==> src/rtl/apb_bridge_pkg.sv <==
// Shared types and constants for the custom-bus to APB master bridge.
package apb_bridge_pkg;

  // Bridge sequencing: accept a request, run the APB SETUP/ACCESS pair, then answer.
  typedef enum logic [1:0] {
    IDLE   = 2'd0,
    SETUP  = 2'd1,
    ACCESS = 2'd2,
    RESP   = 2'd3
  } apb_state_e;

  // Read data returned for writes, window misses and aborted accesses.
  localparam int unsigned ERR_RDATA = 0;

endpackage

==> src/rtl/apb_addr_decode.sv <==
// Address window check for one APB window: flags a hit and produces the
// window-relative offset. Comparison is unsigned and overflow-safe because
// the offset is formed first and compared against the span.
module apb_addr_decode #(
  parameter int unsigned           ADDR_W    = 32,
  parameter logic [ADDR_W-1:0]     BASE_ADDR = '0,
  parameter logic [ADDR_W-1:0]     ADDR_SPAN = ADDR_W'('h100)
) (
  input  logic [ADDR_W-1:0] addr,
  output logic              hit,
  output logic [ADDR_W-1:0] offset
);

  // Subtract the base, then hit only when the address is at/above base and the offset is inside the span.
  always_comb begin
    offset = addr - BASE_ADDR;
    hit    = (addr >= BASE_ADDR) && (offset < ADDR_SPAN);
  end

endmodule

==> src/rtl/apb_master_bridge.sv <==
// Single-outstanding bridge from the processor-side valid/ready bus to APB.
// Requests outside the window are answered with an error and no APB cycle.
// Optional feature macro: APB_BRIDGE_TIMEOUT_EN (abort ACCESS after
// TIMEOUT_CYCLES cycles without PREADY).
//
// Handshake: a request transfers on a rising edge where C_VALID and C_READY
// are both high; C_READY is high only in IDLE (and low during reset). The
// answer is a single-cycle C_RVALID pulse; C_RDATA/C_ERR are 0 outside it.
module apb_master_bridge
  import apb_bridge_pkg::*;
#(
  parameter int unsigned          BUS_WIDTH      = 32,
  parameter logic [BUS_WIDTH-1:0] BASE_ADDR      = '0,
  parameter logic [BUS_WIDTH-1:0] ADDR_SPAN      = BUS_WIDTH'('h100),
  parameter int unsigned          TIMEOUT_CYCLES = 64
) (
  input  logic                 S_CLK,
  input  logic                 S_RST,
  input  logic                 C_VALID,
  output logic                 C_READY,
  input  logic                 C_WRITE,
  input  logic [BUS_WIDTH-1:0] C_ADDR,
  input  logic [BUS_WIDTH-1:0] C_WDATA,
  output logic                 C_RVALID,
  output logic [BUS_WIDTH-1:0] C_RDATA,
  output logic                 C_ERR,
  output logic                 M_PSEL,
  output logic                 M_PENABLE,
  output logic                 M_PWRITE,
  output logic [BUS_WIDTH-1:0] M_PADDR,
  output logic [BUS_WIDTH-1:0] M_PWDATA,
  input  logic                 M_PREADY,
  input  logic                 M_PSLVERR,
  input  logic [BUS_WIDTH-1:0] M_PRDATA,
  output apb_state_e           DBG_STATE
);

  apb_state_e           state_q;
  apb_state_e           state_d;
  logic                 dec_hit;
  logic [BUS_WIDTH-1:0] dec_offset;
  logic                 xfer;
  logic                 apb_phase;
  logic                 access_done;
  logic                 timeout_hit;
  logic                 wr_q;
  logic [BUS_WIDTH-1:0] paddr_q;
  logic [BUS_WIDTH-1:0] pwdata_q;
  logic [BUS_WIDTH-1:0] rdata_q;
  logic                 err_q;

  apb_addr_decode #(
    .ADDR_W    (BUS_WIDTH),
    .BASE_ADDR (BASE_ADDR),
    .ADDR_SPAN (ADDR_SPAN)
  ) u_decode (
    .addr   (C_ADDR),
    .hit    (dec_hit),
    .offset (dec_offset)
  );

  assign xfer        = C_VALID && C_READY;
  assign apb_phase   = (state_q == SETUP) || (state_q == ACCESS);
  // PREADY only matters in ACCESS; stray PREADY from registered slaves is ignored elsewhere.
  assign access_done = (state_q == ACCESS) && M_PREADY;

`ifdef APB_BRIDGE_TIMEOUT_EN
  localparam int unsigned TO_W = $clog2(TIMEOUT_CYCLES + 1);
  logic [TO_W-1:0] to_cnt_q;

  // Count ACCESS cycles without PREADY; cleared in SETUP so every access starts from zero.
  always_ff @(posedge S_CLK or posedge S_RST) begin
    if (S_RST) begin
      to_cnt_q <= '0;
    end else if (state_q == SETUP) begin
      to_cnt_q <= '0;
    end else if ((state_q == ACCESS) && !M_PREADY) begin
      to_cnt_q <= to_cnt_q + TO_W'(1);
    end
  end

  // The limit is reached on the TIMEOUT_CYCLES-th waiting cycle; PREADY in that cycle wins.
  assign timeout_hit = (state_q == ACCESS) && !M_PREADY &&
                       (to_cnt_q == TO_W'(TIMEOUT_CYCLES - 1));
`else
  assign timeout_hit = 1'b0;
`endif

  // State register; reset abandons any transaction immediately.
  always_ff @(posedge S_CLK or posedge S_RST) begin
    if (S_RST) begin
      state_q <= IDLE;
    end else begin
      state_q <= state_d;
    end
  end

  // Next-state selection.
  always_comb begin
    state_d = state_q;
    case (state_q)
      IDLE:    if (xfer) state_d = dec_hit ? SETUP : RESP;
      SETUP:   state_d = ACCESS;
      ACCESS:  if (access_done || timeout_hit) state_d = RESP;
      RESP:    state_d = IDLE;
      default: state_d = IDLE;
    endcase
  end

  // Request capture in IDLE and response capture at the end of ACCESS.
  always_ff @(posedge S_CLK or posedge S_RST) begin
    if (S_RST) begin
      wr_q     <= 1'b0;
      paddr_q  <= '0;
      pwdata_q <= '0;
      rdata_q  <= '0;
      err_q    <= 1'b0;
    end else if ((state_q == IDLE) && xfer) begin
      wr_q     <= C_WRITE;
      paddr_q  <= dec_offset;
      pwdata_q <= C_WDATA;
      rdata_q  <= BUS_WIDTH'(ERR_RDATA);
      err_q    <= !dec_hit;
    end else if (access_done) begin
      rdata_q  <= wr_q ? BUS_WIDTH'(ERR_RDATA) : M_PRDATA;
      err_q    <= M_PSLVERR;
    end else if (timeout_hit) begin
      rdata_q  <= BUS_WIDTH'(ERR_RDATA);
      err_q    <= 1'b1;
    end
  end

  // Outputs decoded from state: APB fields only during SETUP/ACCESS, response only in RESP.
  always_comb begin
    C_READY   = (state_q == IDLE) && !S_RST;
    M_PSEL    = apb_phase;
    M_PENABLE = (state_q == ACCESS);
    M_PWRITE  = apb_phase && wr_q;
    M_PADDR   = apb_phase ? paddr_q  : '0;
    M_PWDATA  = apb_phase ? pwdata_q : '0;
    C_RVALID  = (state_q == RESP);
    C_RDATA   = (state_q == RESP) ? rdata_q : '0;
    C_ERR     = (state_q == RESP) && err_q;
    DBG_STATE = state_q;
  end

endmodule
==> config.mk <==
export PLATFORM = sky130hd
export DESIGN_NAME = apb_master_bridge
export DESIGN_NICKNAME = d
export VERILOG_FILES = /design/src/rtl/apb_bridge_pkg.sv /design/src/rtl/apb_addr_decode.sv /design/src/rtl/apb_master_bridge.sv
export SDC_FILE = /design/constraint.sdc
export NUM_CORES = 1
export LEC_CHECK = 0
export CAP_MARGIN = 5
export CORE_ASPECT_RATIO = 1.2
export CORE_MARGIN = 1.5
export CORE_UTILIZATION = 40
export CTS_BUF_LIST = sky130_fd_sc_hd__clkbuf_4 sky130_fd_sc_hd__clkbuf_8
export DETAILED_ROUTE_END_ITERATION = 8
export MAX_ROUTING_LAYER = met4
export PLACE_DENSITY_LB_ADDON = 0.2
export SLEW_MARGIN = 20
export SYNTH_ARGS = -nofsm -noshare
export SYNTH_HDL_FRONTEND = slang
export SYNTH_SLANG_ARGS = --single-unit
==> constraint.sdc <==
create_clock -name S_CLK -period 6.25 [get_ports S_CLK]
set_clock_uncertainty 0.2 [all_clocks]
set_input_delay 0.9375 -clock S_CLK [delete_from_list [all_inputs] [get_ports S_CLK]]
set_output_delay 0.9375 -clock S_CLK [all_outputs]
set_load 0.005 [all_outputs]
==> results of run 1 <==
## cells in the final DEF, fill, tap and decap left out, types with 2 or more instances in the layout
cell type,instances
a21oi_1,34
and2_1,98
buf_4,3
bufinv_16,2
clkbuf_4,2
clkbuf_8,10
clkdlybuf4s50_1,205
dfrtp_1,100
ha_1,4
inv_1,2
nand2_1,196
nand3b_1,2
nor2_1,34
nor3b_1,32
nor4_1,6
o211ai_1,2
## registers in the layout, summed over array words and instances (netlist names)
name	count
DBG_STATE	2
err_q	1
paddr_q	32
pwdata_q	32
rdata_q	32
wr_q	1
## final cells by class
cell class | count | area (um2)
clock buffer | 12 | 153
fill | 1026 | 4550
sequential | 100 | 2500
clock inverter | 2 | 60.1
inverter | 3 | 13.8
tap | 157 | 196
timing repair buffer | 208 | 2070
multi-input combinational | 416 | 2070
## kinds of logic (layout without fill, tap and decap cells)
family | count (synthesis) | count (layout)
DFF | 100 | 100
AOI/OAI and AO/OA | 37 | 37
adders and majority gates | 4 | 4
and+or+nand+nor | 374 | 374
buffers and inverters | 42 | 225
muxes | 1 | 1
## worst max-delay path: stages, from the launching register on
cell,delay (ps)
dfrtp_1,410
inv_1,100
ha_1,590
buf_4,420
and2_1,190
clkdlybuf4s50_1,510
## worst paths after layout
kind / from / to / slack [ps] / cells after the start
worst min-delay path: paddr_q[27] / paddr_q[27] / 270 / 2
min in group asynchronous: S_RST / paddr_q[1] / 910 / 2
max in group asynchronous: S_RST / DBG_STATE[1] / 3820 / 3
worst min register to register: paddr_q[27] / paddr_q[27] / 270 / 2
worst max register to register: DBG_STATE[1] / rdata_q[30] / 3900 / 5
worst max-delay path: DBG_STATE[1] / M_PWDATA[23] / 2540 / 5
## metal layers
metal | vias to the layer above | global-route usage [%] | routed length (um)
met1 | 1962 | 27.3 | 5580
met4 | 0 | 8.73 | 303
li1 | 2096 | - | -
met2 | 155 | 32.9 | 6060
met5 | - | - | 0
met3 | 23 | 3.47 | 854
## power breakdown
group	internal, mW	switching (mW)	total [mW]
combinational	0.873	0.653	1.53
sequential	0.934	0.183	1.12
clock	0.242	0.207	0.448
==> flow_metrics.py, run 1 <==
metrics = {
    "routing": {
        "post_drt_wl_per_cell_um": 14.2,
        "wl_mm": 12.8,
        "viasPerCell": 4.72,
        "drt_pass1_iterations": 4,
        "drt_iter0_drc": 182,
        "vias": 4236,
        "ant_nets": 0,
        "drc": 0,
    },
    "critical_path": {
        "path_max_fanout": 47,
        "start_kind": "flop",
        "end_kind": "output pin",
        "critical_path_class": "flop to output pin",
        "required_ps": 5110,
        "critPathArrivalTime_ps": 2570,
    },
    "cells_and_area": {
        "stdcell_count": 898,
        "fin_util_pct": 60.9,
        "finalInstanceArea_um2": 7070,
        "drive_above_1_share_pct": 2.83,
        "diodes": 0,
        "syn2layout_area_growth_pct": 48.2,
        "fin_nets": 844,
    },
    "die": {
        "die_h_um": 123,
        "die_width_um": 103,
        "die_area_um2": 12600,
        "initial_core_util_pct": 41.1,
        "num_rows": 43,
        "pin_count": 206,
        "design.core.area_um2": 11600,
    },
    "clock_network": {
        "cts_inserted_buffers": 9,
        "post_cts_buffers": 0,
        "cts_max_level": 3,
        "cts.sinks": 100,
        "clock_tree.root_cell": "clkbuf_8",
        "cts_resized": 0,
        "clock_latency_ps": 350,
        "cts_buffer_depth": 2,
        "cts_tree": "done",
        "cts.clk_slew.worst_paths_ps": 80,
        "holdBufCountCts": 0,
    },
    "yosys": {
        "async_reset_ff_share_pct": 100,
        "ys.flop_type": "dfrtp_1",
        "syn-num-nets": 664,
        "synth_common_cells": "197 x nand2_1, 100 x dfrtp_1, 99 x and2_1",
        "yosysWarnings": 0,
        "synthTopCellsByArea": "dfrtp_1 52%, nand2_1 15%, and2_1 13%, nor3b_1 5.0%, a21oi_1 3.6%",
        "avgSynthCellArea_um2": 8.55,
        "syn_inst": 558,
        "ys_ff_latch": 100,
        "ys_seq_area_share_pct": 52.4,
        "muxShareOfSynthArea_pct": 0.210,
        "synth-simple-area-share_pct": 37.9,
        "synth_edf_count": 0,
        "netlist_area_um2": 4770,
        "synthDistinctLibCells": 21,
        "yosys.area.top_type": "dfrtp_1",
        "synth_compound_gate_area_share_pct": 4.04,
        "synth_top_cell_area_share_pct": 52.4,
        "synth_top_family_by_area": "simple AND/OR/NAND/NOR gates",
        "synthAdderAreaFrac_pct": 1.05,
        "yosysMostFrequentCell": "nand2_1",
        "synth_xor_area_share_pct": 0,
    },
    "sta": {
        "setup_ws_ps": 2540,
        "maxSlewViolCount": 0,
        "holdWs_ps": 271,
        "final.setup.tns_ps": 0,
        "tightest_slew_ps": 1090,
        "period_needed_ps": 3710,
        "maxSlewHeadroom_pct": 27.2,
        "rsz0062_at_grt": "false",
        "setup_viol": 0,
        "hold_violations": 0,
        "period_share_pct": 59.4,
        "fmax_mhz": 269,
    },
    "power": {
        "ir_worst_vdd_uv": 256,
        "power_density_nw_per_um2": 437,
        "leakagePower_nw": 3.25,
        "power_mw": 3.09,
    },
    "placed_design": {
        "dpl_cell_area_um2": 6860,
        "place_inst": 884,
        "dp_hpwl_mm": 8.93,
        "pre_cts_ws_ps": 2860,
        "portBuffers": 205,
        "place.gp.congestion": 0.815,
    },
    "grt": {
        "antenna_found_initial": 0,
        "grtUsageTotal_pct": 21.1,
        "grt_pass1_vias": 4205,
        "grt_max_degree": 98,
        "grt_pass1_wl_mm": 20.0,
        "gr-total-overflow": 0,
    },
    "job": {
        "maxCapViolCount": 0,
    },
    "min_path": {
        "hold_path.class": "flop to flop",
    },
    "status": {
        "status": "finished clean",
    },
}
Note: power is estimated with default switching activity, not from simulation.
==> run 2, diff against run 1 <==
==> constraint.sdc (replaced) <==
create_clock -name S_CLK -period 3.2 [get_ports S_CLK]
set_clock_uncertainty 0.2 [all_clocks]
set_input_delay 0.48 -clock S_CLK [delete_from_list [all_inputs] [get_ports S_CLK]]
set_output_delay 0.48 -clock S_CLK [all_outputs]
set_load 0.005 [all_outputs]
==> flow_metrics.py, run 2 (synthesis results as in run 1) <==
metrics = {
    "placed_design": {
        "place.gp.congestion": 0.793,
        "dp_hpwl_mm": 9.20,
        "portBuffers": 205,
        "place_inst": 892,
        "dpl_cell_area_um2": 6940,
    },
    "grt": {
        "grt_max_degree": 56,
        "gr-total-overflow": 0,
        "grt_busiest_layer": "met2",
        "met2_usage_pct": 32.4,
        "grt_pass1_wl_mm": 20.0,
        "use_met1_pct": 27.5,
        "grt_pass1_vias": 4203,
        "antenna_found_initial": 0,
        "grtUsageTotal_pct": 20.9,
        "use_met3_pct": 3.76,
    },
    "critical_path": {
        "start_kind": "flop",
        "rr_startpoint": "DBG_STATE[0]",
        "path_max_fanout": 47,
        "end_kind": "output pin",
        "r2r-end": "rdata_q[22]",
        "r2r_setup_slack_ps": 920,
        "critical_path_class": "flop to output pin",
        "critPathArrivalTime_ps": 2240,
        "r2r_cells": 7,
        "required_ps": 2520,
    },
    "clock_network": {
        "cts_buffer_depth": 2,
        "cts_tree": "done",
        "clock_latency_ps": 340,
        "post_cts_buffers": 0,
        "cts.sinks": 100,
        "cts_resized": 0,
        "clock_tree.root_cell": "clkbuf_8",
        "cts.clk_slew.worst_paths_ps": 80,
        "cts_max_level": 3,
        "holdBufCountCts": 0,
        "cts_inserted_buffers": 9,
    },
    "cells_and_area": {
        "layout_common_cells": "205 x clkdlybuf4s50_1, 196 x nand2_1, 100 x dfrtp_1",
        "drive_above_1_share_pct": 4.13,
        "finalInstanceArea_um2": 7120,
        "stdcell_count": 908,
        "top_regs": "paddr_q (32), pwdata_q (32), rdata_q (32)",
        "layout_commonest_cell": "clkdlybuf4s50_1",
        "fin_nets": 852,
        "diodes": 0,
        "syn2layout_area_growth_pct": 49.2,
    },
    "min_path": {
        "hold_path.class": "flop to flop",
        "hold_depth": 2,
        "min_to": "paddr_q[0]",
        "hp-start": "paddr_q[0]",
    },
    "routing": {
        "ant_nets": 0,
        "vias": 4244,
        "drt_pass1_iterations": 4,
        "drt_iter0_drc": 208,
        "wl_mm": 12.7,
        "post_drt_wl_per_cell_um": 14.0,
        "drc": 0,
        "viasPerCell": 4.67,
    },
    "sta": {
        "maxSlewViolCount": 0,
        "tightest_slew_ps": 569,
        "hold_violations": 0,
        "maxSlewHeadroom_pct": 61.9,
        "fmax_mhz": 342,
        "final.setup.tns_ps": 0,
        "period_needed_ps": 2920,
        "rsz0062_at_grt": "false",
        "period_share_pct": 91.2,
        "setup_viol": 0,
    },
    "die": {
        "die_width_um": 103,
        "die_h_um": 123,
        "initial_core_util_pct": 41.1,
        "pin_count": 206,
        "num_rows": 43,
        "design.core.area_um2": 11600,
        "die_area_um2": 12600,
    },
    "power": {
        "ir_worst_vdd_uv": 420,
        "power_density_nw_per_um2": 836,
        "power_mw": 5.96,
        "leakagePower_nw": 3.27,
    },
    "job": {
        "maxCapViolCount": 0,
    },
    "status": {
        "status": "finished clean",
    },
}
==> run 2: cell types whose count changed in the layout (fill, tap and decap cells not counted) <==
| cell | previous run | this run |
|---|---|---|
| buf_4 | 3 | 9 |
| buf_12 | 0 | 2 |
| bufinv_16 | 2 | 0 |
| clkbuf_4 | 2 | 4 |
| clkinv_2 | 0 | 2 |
| clkinvlp_4 | 0 | 1 |
| inv_4 | 1 | 0 |
| nand2_2 | 0 | 1 |
| nand2_4 | 1 | 0 |
==> run 2: critical path, cell delays in order (launching register included) <==
cell and delay (ps):
dfrtp_1 410, inv_1 100, ha_1 300, buf_4 330
and2_1 230, clkdlybuf4s50_1 520
==> run 2: per-stage QoR <==
step | hold slack [ps] | setup WS, ps | utilization [%]
2_1_floorplan | 237 | 1120 | -
3_3_place_gp | 249 | 699 | 59.7
3_5_place_dp | 255 | 660 | 59.7
4_1_cts | 276 | 250 | 61.3
5_1_grt | 293 | 118 | 61.3
6_report | 270 | 280 | 61.3
==> run 2: report_power, final <==
group	switching, mW	internal (mW)
clock	0.395	0.338
sequential	0.287	1.83
combinational	1.36	1.74
==> run 2: final cells by class <==
class | count | area (um2)
Fill cell | 1053 | 4500
Sequential cell | 100 | 2500
Timing Repair Buffer | 216 | 2160
Multi-Input combinational cell | 416 | 2070
Tap cell | 157 | 196
Clock buffer | 14 | 168
Inverter | 3 | 15.0
Clock inverter | 2 | 10.0
==> run 2: worst max-delay path by stage <==
stage	from	end	slack, ps
after floorplan	DBG_STATE[0]	M_PADDR[31]	1120
after global placement	DBG_STATE[0]	M_PADDR[25]	700
after detailed placement	DBG_STATE[0]	M_PADDR[25]	660
after CTS	DBG_STATE[0]	M_PADDR[25]	250
after global routing	DBG_STATE[0]	M_PADDR[25]	120
final	DBG_STATE[0]	M_PADDR[25]	280
==> run 2: layer usage <==
metal	part of all wire, %	vias to the layer above	wire (um)
met2	47	149	5900
met4	1.5	0	193
met1	45	1971	5750
met5	0	-	0
met3	6.7	13	847
li1	-	2111	-
